## config.mk

```make
export PLATFORM = sky130hd
export DESIGN_NAME = interrupt_controller
export DESIGN_NICKNAME = d
export VERILOG_FILES = /design/src/rtl/interrupt_controller_pkg.sv /design/src/rtl/interrupt_controller_priority_picker.sv /design/src/rtl/interrupt_controller.sv
export SDC_FILE = /design/constraint.sdc
export NUM_CORES = 1
export LEC_CHECK = 0
export ABC_AREA = 1
export CAP_MARGIN = 20
export CORE_AREA = 4 4 82 114
export DETAILED_ROUTE_END_ITERATION = 8
export DIE_AREA = 0 0 86 118
export GPL_ROUTABILITY_DRIVEN = 0
export PLACE_DENSITY = 0.86
export REMOVE_ABC_BUFFERS = 1
export SETUP_SLACK_MARGIN = 0.02
export SYNTH_ARGS = -nofsm -noshare
export SYNTH_HDL_FRONTEND = slang
export SYNTH_HIERARCHICAL = 1
export SYNTH_SLANG_ARGS = --single-unit
```

## constraint.sdc

```tcl
create_clock -name clk -period 4.9 [get_ports clk]
set_input_delay 1.47 -clock clk [delete_from_list [all_inputs] [get_ports clk]]
set_output_delay 1.47 -clock clk [all_outputs]
set_load 0.01 [all_outputs]
```

## src/rtl/interrupt_controller_pkg.sv

```systemverilog
// rtl/interrupt_controller_pkg.sv - shared constants for the interrupt controller and its bench
package interrupt_controller_pkg;

    // Register offsets within the four-word window
    localparam logic [1:0] INTC_MASK    = 2'd0;
    localparam logic [1:0] INTC_PENDING = 2'd1;
    localparam logic [1:0] INTC_EDGE    = 2'd2;
    localparam logic [1:0] INTC_ACTIVE  = 2'd3;

    // FSM encodings
    localparam logic [1:0] INTC_IDLE    = 2'd0;
    localparam logic [1:0] INTC_REQUEST = 2'd1;
    localparam logic [1:0] INTC_GAP     = 2'd2;

    // Arbitration modes
    localparam bit INTC_MODE_FIXED = 1'b0;
    localparam bit INTC_MODE_RR    = 1'b1;

    // Channel index width; a single channel still needs one bit
    function automatic int intc_idx_width(input int channels);
        return (channels > 1) ? $clog2(channels) : 1;
    endfunction

endpackage

```

## src/rtl/interrupt_controller_priority_picker.sv

```systemverilog
// rtl/interrupt_controller_priority_picker.sv - combinational fixed / round-robin winner selection
module priority_picker
    import interrupt_controller_pkg::*;
#(
    parameter int CHANNELS = 8,
    parameter int IDXW     = intc_idx_width(CHANNELS)
) (
    input  logic [CHANNELS-1:0] req_i,
    input  logic [IDXW-1:0]     last_i,
    input  logic                rr_mode_i,
    output logic                valid_o,
    output logic [IDXW-1:0]     winner_o
);

    // Scan from lowest priority to highest so the last hit taken is the winner
    always_comb begin
        valid_o  = |req_i;
        winner_o = '0;
        if (rr_mode_i == INTC_MODE_RR) begin
            for (int i = CHANNELS; i >= 1; i--) begin
                if (req_i[(int'(last_i) + i) % CHANNELS]) begin
                    winner_o = IDXW'((int'(last_i) + i) % CHANNELS);
                end
            end
        end else begin
            for (int i = CHANNELS - 1; i >= 0; i--) begin
                if (req_i[i]) begin
                    winner_o = IDXW'(i);
                end
            end
        end
    end

endmodule

```

## src/rtl/interrupt_controller.sv

```systemverilog
// rtl/interrupt_controller.sv - masked, edge/level interrupt controller with memory-mapped registers
module interrupt_controller
    import interrupt_controller_pkg::*;
#(
    parameter int           M             = 16,
    parameter int           N             = 32,
    parameter int           CHANNELS      = 8,
    parameter logic [N-1:0] BASE_ADDR     = 32'hFFFF1010,
    parameter logic [N-1:0] VECTOR_BASE   = 32'h00001000,
    parameter int           VECTOR_STRIDE = 4,
    parameter int           RR_MODE       = 0
) (
    input  logic                clk,
    input  logic                rst,
    input  logic [CHANNELS-1:0] irqIn,
    output logic                irq,
    input  logic                turnOffIRQ,
    output logic [N-1:0]        intAddr,
    output logic [M-1:0]        intData,
    input  logic [N-1:0]        busAddr,
    input  logic [M-1:0]        busWrite,
    input  logic                busWE,
    output logic [M-1:0]        busRead,
    output logic                busHit
);

    localparam int IDXW    = intc_idx_width(CHANNELS);
    localparam int ACT_BIT = (M > 15) ? 15 : M - 1;

    logic [CHANNELS-1:0] mask_q, mask_d;
    logic [CHANNELS-1:0] pending_q, pending_d;
    logic [CHANNELS-1:0] edge_q, edge_d;
    logic [CHANNELS-1:0] irq_prev_q;
    logic [1:0]          state_q, state_d;
    logic [IDXW-1:0]     cur_q, cur_d;
    logic [IDXW-1:0]     last_q, last_d;
    logic                irq_q, irq_d;
    logic [N-1:0]        int_addr_q, int_addr_d;
    logic [M-1:0]        int_data_q, int_data_d;

    logic [N-1:0]        bus_off;
    logic [1:0]          reg_sel;
    logic                reg_we;
    logic                ack;
    logic [CHANNELS-1:0] w1c_clr;
    logic [CHANNELS-1:0] ack_clr;
    logic [CHANNELS-1:0] edge_set;
    logic                pick_valid;
    logic [IDXW-1:0]     pick_idx;
    logic [M-1:0]        active_v;

    // Window decode: the subtraction wraps, so one unsigned compare covers the range
    assign bus_off = busAddr - BASE_ADDR;
    assign busHit  = (bus_off < N'(4));
    assign reg_sel = bus_off[1:0];
    assign reg_we  = busWE & busHit;

    assign ack      = (state_q == INTC_REQUEST) && turnOffIRQ;
    assign w1c_clr  = (reg_we && reg_sel == INTC_PENDING) ? busWrite[CHANNELS-1:0] : '0;
    assign ack_clr  = ack ? (CHANNELS'(1) << cur_q) : '0;
    assign edge_set = irqIn & ~irq_prev_q;

    // Register file next state; edge channels set-over-clear, level channels track the line
    always_comb begin
        mask_d    = (reg_we && reg_sel == INTC_MASK) ? busWrite[CHANNELS-1:0] : mask_q;
        edge_d    = (reg_we && reg_sel == INTC_EDGE) ? busWrite[CHANNELS-1:0] : edge_q;
        pending_d = (edge_q & (edge_set | (pending_q & ~(w1c_clr | ack_clr))))
                  | (~edge_q & irqIn);
    end

    priority_picker #(
        .CHANNELS (CHANNELS),
        .IDXW     (IDXW)
    ) u_picker (
        .req_i     (pending_q & mask_q),
        .last_i    (last_q),
        .rr_mode_i (RR_MODE != 0),
        .valid_o   (pick_valid),
        .winner_o  (pick_idx)
    );

    // Presentation FSM: latch a winner, hold until acknowledged, then idle one cycle
    always_comb begin
        state_d    = state_q;
        cur_d      = cur_q;
        last_d     = last_q;
        irq_d      = irq_q;
        int_addr_d = int_addr_q;
        int_data_d = int_data_q;
        case (state_q)
            INTC_IDLE: begin
                if (pick_valid) begin
                    cur_d      = pick_idx;
                    irq_d      = 1'b1;
                    int_addr_d = VECTOR_BASE + N'(VECTOR_STRIDE) * N'(pick_idx);
                    int_data_d = M'(pick_idx);
                    state_d    = INTC_REQUEST;
                end
            end
            INTC_REQUEST: begin
                if (turnOffIRQ) begin
                    irq_d      = 1'b0;
                    int_addr_d = '0;
                    int_data_d = '0;
                    last_d     = cur_q;
                    state_d    = INTC_GAP;
                end
            end
            INTC_GAP: state_d = INTC_IDLE;
            default:  state_d = INTC_IDLE;
        endcase
    end

    // State registers with synchronous reset; round-robin starts from channel 0
    always_ff @(posedge clk) begin
        if (rst) begin
            mask_q     <= '0;
            pending_q  <= '0;
            edge_q     <= '0;
            irq_prev_q <= '0;
            state_q    <= INTC_IDLE;
            cur_q      <= '0;
            last_q     <= IDXW'(CHANNELS - 1);
            irq_q      <= 1'b0;
            int_addr_q <= '0;
            int_data_q <= '0;
        end else begin
            mask_q     <= mask_d;
            pending_q  <= pending_d;
            edge_q     <= edge_d;
            irq_prev_q <= irqIn;
            state_q    <= state_d;
            cur_q      <= cur_d;
            last_q     <= last_d;
            irq_q      <= irq_d;
            int_addr_q <= int_addr_d;
            int_data_q <= int_data_d;
        end
    end

    // ACTIVE word: outstanding flag on the top status bit, channel number in the low nibble
    always_comb begin
        active_v          = '0;
        active_v[3:0]     = 4'(cur_q);
        active_v[ACT_BIT] = (state_q == INTC_REQUEST);
    end

    // Combinational read mux, zero outside the window
    always_comb begin
        busRead = '0;
        if (busHit) begin
            case (reg_sel)
                INTC_MASK:    busRead = M'(mask_q);
                INTC_PENDING: busRead = M'(pending_q);
                INTC_EDGE:    busRead = M'(edge_q);
                default:      busRead = active_v;
            endcase
        end
    end

    assign irq     = irq_q;
    assign intAddr = int_addr_q;
    assign intData = int_data_q;

endmodule
```

==> metrics.csv <==
metric,value,unit
vias per std cell,5.07,
Std-Cell Rows,39,
startpoint types,input port,
clk_lat worst skew,0.29,ns
"Arr. time, crit path",3.41,ns
maximum fanout along the worst path,5,
"Avg Cell Area, Syn",5.95,sq um
Die Span Y,118,um
fin cells,938,
setup violators final,0,
DRT Pass-1 Iters,5,
WL final,12300,um
WP data required,3.43,ns
hold crit path type,reg2reg,
first-pass GRT wire length,19300,um
"CTS clk-pin slew, worst paths",0.06,ns
leak pwr,2.94,nW
Initial Util,0.510,
#FFs+latches synth,44,
share of power burned in registers,0.396,
CTS sink count,44,
clock share of power,0.410,
Cells after DPL,914,
ANT nets after route,0,
Sw Share,0.263,
FMAX,0.205,GHz
max-cap viol count,0,
number of fill cells,678,
status,finished clean,
"commonest non-fill, non-tap cell in the layout",nand2_1,
Layout area overhead,31.4,%
IO Pins,126,
combinational power share,0.193,
final instance area,0.00553,sq mm
Post-synth ARST share,0,
"Min Clock Period, post-route",4.88,ns
Layout Nets,897,
Port-buffer cells,69,
Max Slew Vio Count,0,
clock root buffer,clkbuf_16,
PD cells,168,mW/mm^2
worst ir drop on vdd,0.000221,V
P_int,0.684,mW
post-synthesis sequential area ratio,0.209,
mapped cell area,0.00421,sq mm
Main synth FF type,dfxtp_1,
Num CTS Buffers,5,
DRC viols,0,
CTS tree,built,
max_slew headroom,0.570,
setup TNS,0,ns
antenna cells,0,
critical path class,in2out,
Clock Path Buffers,2,
DR WL/cell,13.1,um
CP endpoint kind,output pin,
hpwl dp,8620,um
drt first-iter violations,360,
H-tree depth,2,
Core ar.,0.00825,sq mm
via count,4757,
Post-synth EDFFs,0,
Psw,0.244,mW
synth warn,6,
layout cell share with drive strength beyond 1,0.260,
"Hold Vio Cnt, Final",0,
die area,0.0101,sq mm
most frequent cells in the layout,"196 x nand2_1, 96 x inv_1, 66 x nor2_1",
cell area after placement,0.00509,sq mm
total track usage,0.229,
largest net degree at the start of global routing,26,
Post-Synthesis Cells,707,
clk_skew,0.00381,ns
Netlist cell types,40,
fin crit share,0.996,
gr ovfl total,0,
antenna violations before repair,0,
vias in the first global route,4531,
Slew @ Worst Pin,0.644,ns
Die X,86,um
per-layer routing:
metal  vias up  global-route usage  wire (um)
li1       2346                   -          -
met1      2122               0.239       4530
met2       238               0.427       6470
met3        51              0.0280        810
met4         0               0.125        513
met5         -                   0          0
synthesized netlist by cell type, drive strengths merged, types with 2 or more instances:
cell type,instances,area share
nand3,74,0.11
nor2,92,0.094
o211ai,2,0.0036
buf,61,0.12
nor3,11,0.017
nor4,10,0.015
nand3b,4,0.0089
nand2,231,0.22
a21oi,28,0.035
xnor2,2,0.0060
o22ai,7,0.010
inv,114,0.10
clkbuf,5,0.0054
nand4,9,0.021
dfxtp,44,0.21
ha,2,0.0059
o21ai,5,0.0068
sequential cells by signal (all words and copies together) (netlist names):
signal and cells:
edge_q 8, cur_q 3, irq 1, irq_prev_q 8
state_q 2, mask_q 8, pending_q 8, last_q 3
intAddr 3
stage by stage:
stage                     total power [mW]   util  setup slack, ns  hold WS [ns]
after floorplan                      0.445      -            0.308         0.443
after global placement               0.535  0.618           -0.659         0.448
after detailed placement             0.538  0.618           -0.700         0.458
after CTS                            0.918  0.658           0.0277         0.477
after global routing                 0.964  0.670          -0.0691         0.496
final                                0.928  0.670           0.0187         0.472
what timing repair did:
action                                  in CTS  in global routing
hold endpoints to repair                     0                  0
buffers inserted                            11                  5
hold buffers                                 0                  0
endpoints found under the setup margin      10                 10
pin swaps                                   31                 36
gates resized for setup                    119                 52
power groups by stage:
stage | Combinational (mW) | Sequential [mW] | Clock, mW
finish | 0.179 | 0.368 | 0.381
global route | 0.195 | 0.368 | 0.401
CTS | 0.167 | 0.368 | 0.384
detailed placement | 0.162 | 0.376 | 0
global placement | 0.159 | 0.376 | 0
floorplan | 0.0699 | 0.375 | 0
critical path, stage by stage:
cell and delay [ns]:
buf_2 0.12, buf_4 0.12, inv_1 0.04, nor2_1 0.13
nand2_1 0.10, nor2_2 0.12, nand2_2 0.09, nand2_4 0.11
nand2_2 0.08, nand2_2 0.09, nand3_1 0.11, nor2_2 0.19
nand3_4 0.14, buf_6 0.16, a41oi_2 0.17, buf_2 0.16
logic make-up (layout without fill, tap and decap cells):
| family | after synthesis | after routing | synth area share |
|---|---|---|---|
| AND/OR/NAND/NOR | 432 | 432 | 0.490 |
| XOR/XNOR | 3 | 3 | 0.00982 |
| AO/OA/AOI/OAI | 44 | 44 | 0.0595 |
| buffers and inverters | 181 | 260 | 0.224 |
| flip-flops | 44 | 44 | 0.209 |
| adder cells (fa/ha/maj) | 2 | 2 | 0.00595 |
| other | 1 | 51 | 0.000892 |
final timing paths:
kind                       from      endpoint  slack, ns  depth (start not counted)
setup / recovery    busAddr[12]    busRead[0]       0.02                         16
hold / removal    irq_prev_q[1]  pending_q[1]       0.47                          3
setup reg to reg   pending_q[3]    intAddr[4]       3.09                         12
hold reg to reg   irq_prev_q[1]  pending_q[1]       0.47                          3
cell type report:
class | count | area [sq um] | share of cell area
clock buffer | 5 | 125 | 0.0226
multi-input combinational | 532 | 2750 | 0.498
tap | 102 | 128 | 0.0231
clock inverter | 3 | 46.3 | 0.00838
inverter | 115 | 440 | 0.0797
timing repair buffer | 137 | 1150 | 0.209
sequential | 44 | 881 | 0.159
No activity file was read; power rests on OpenSTA's default activity.
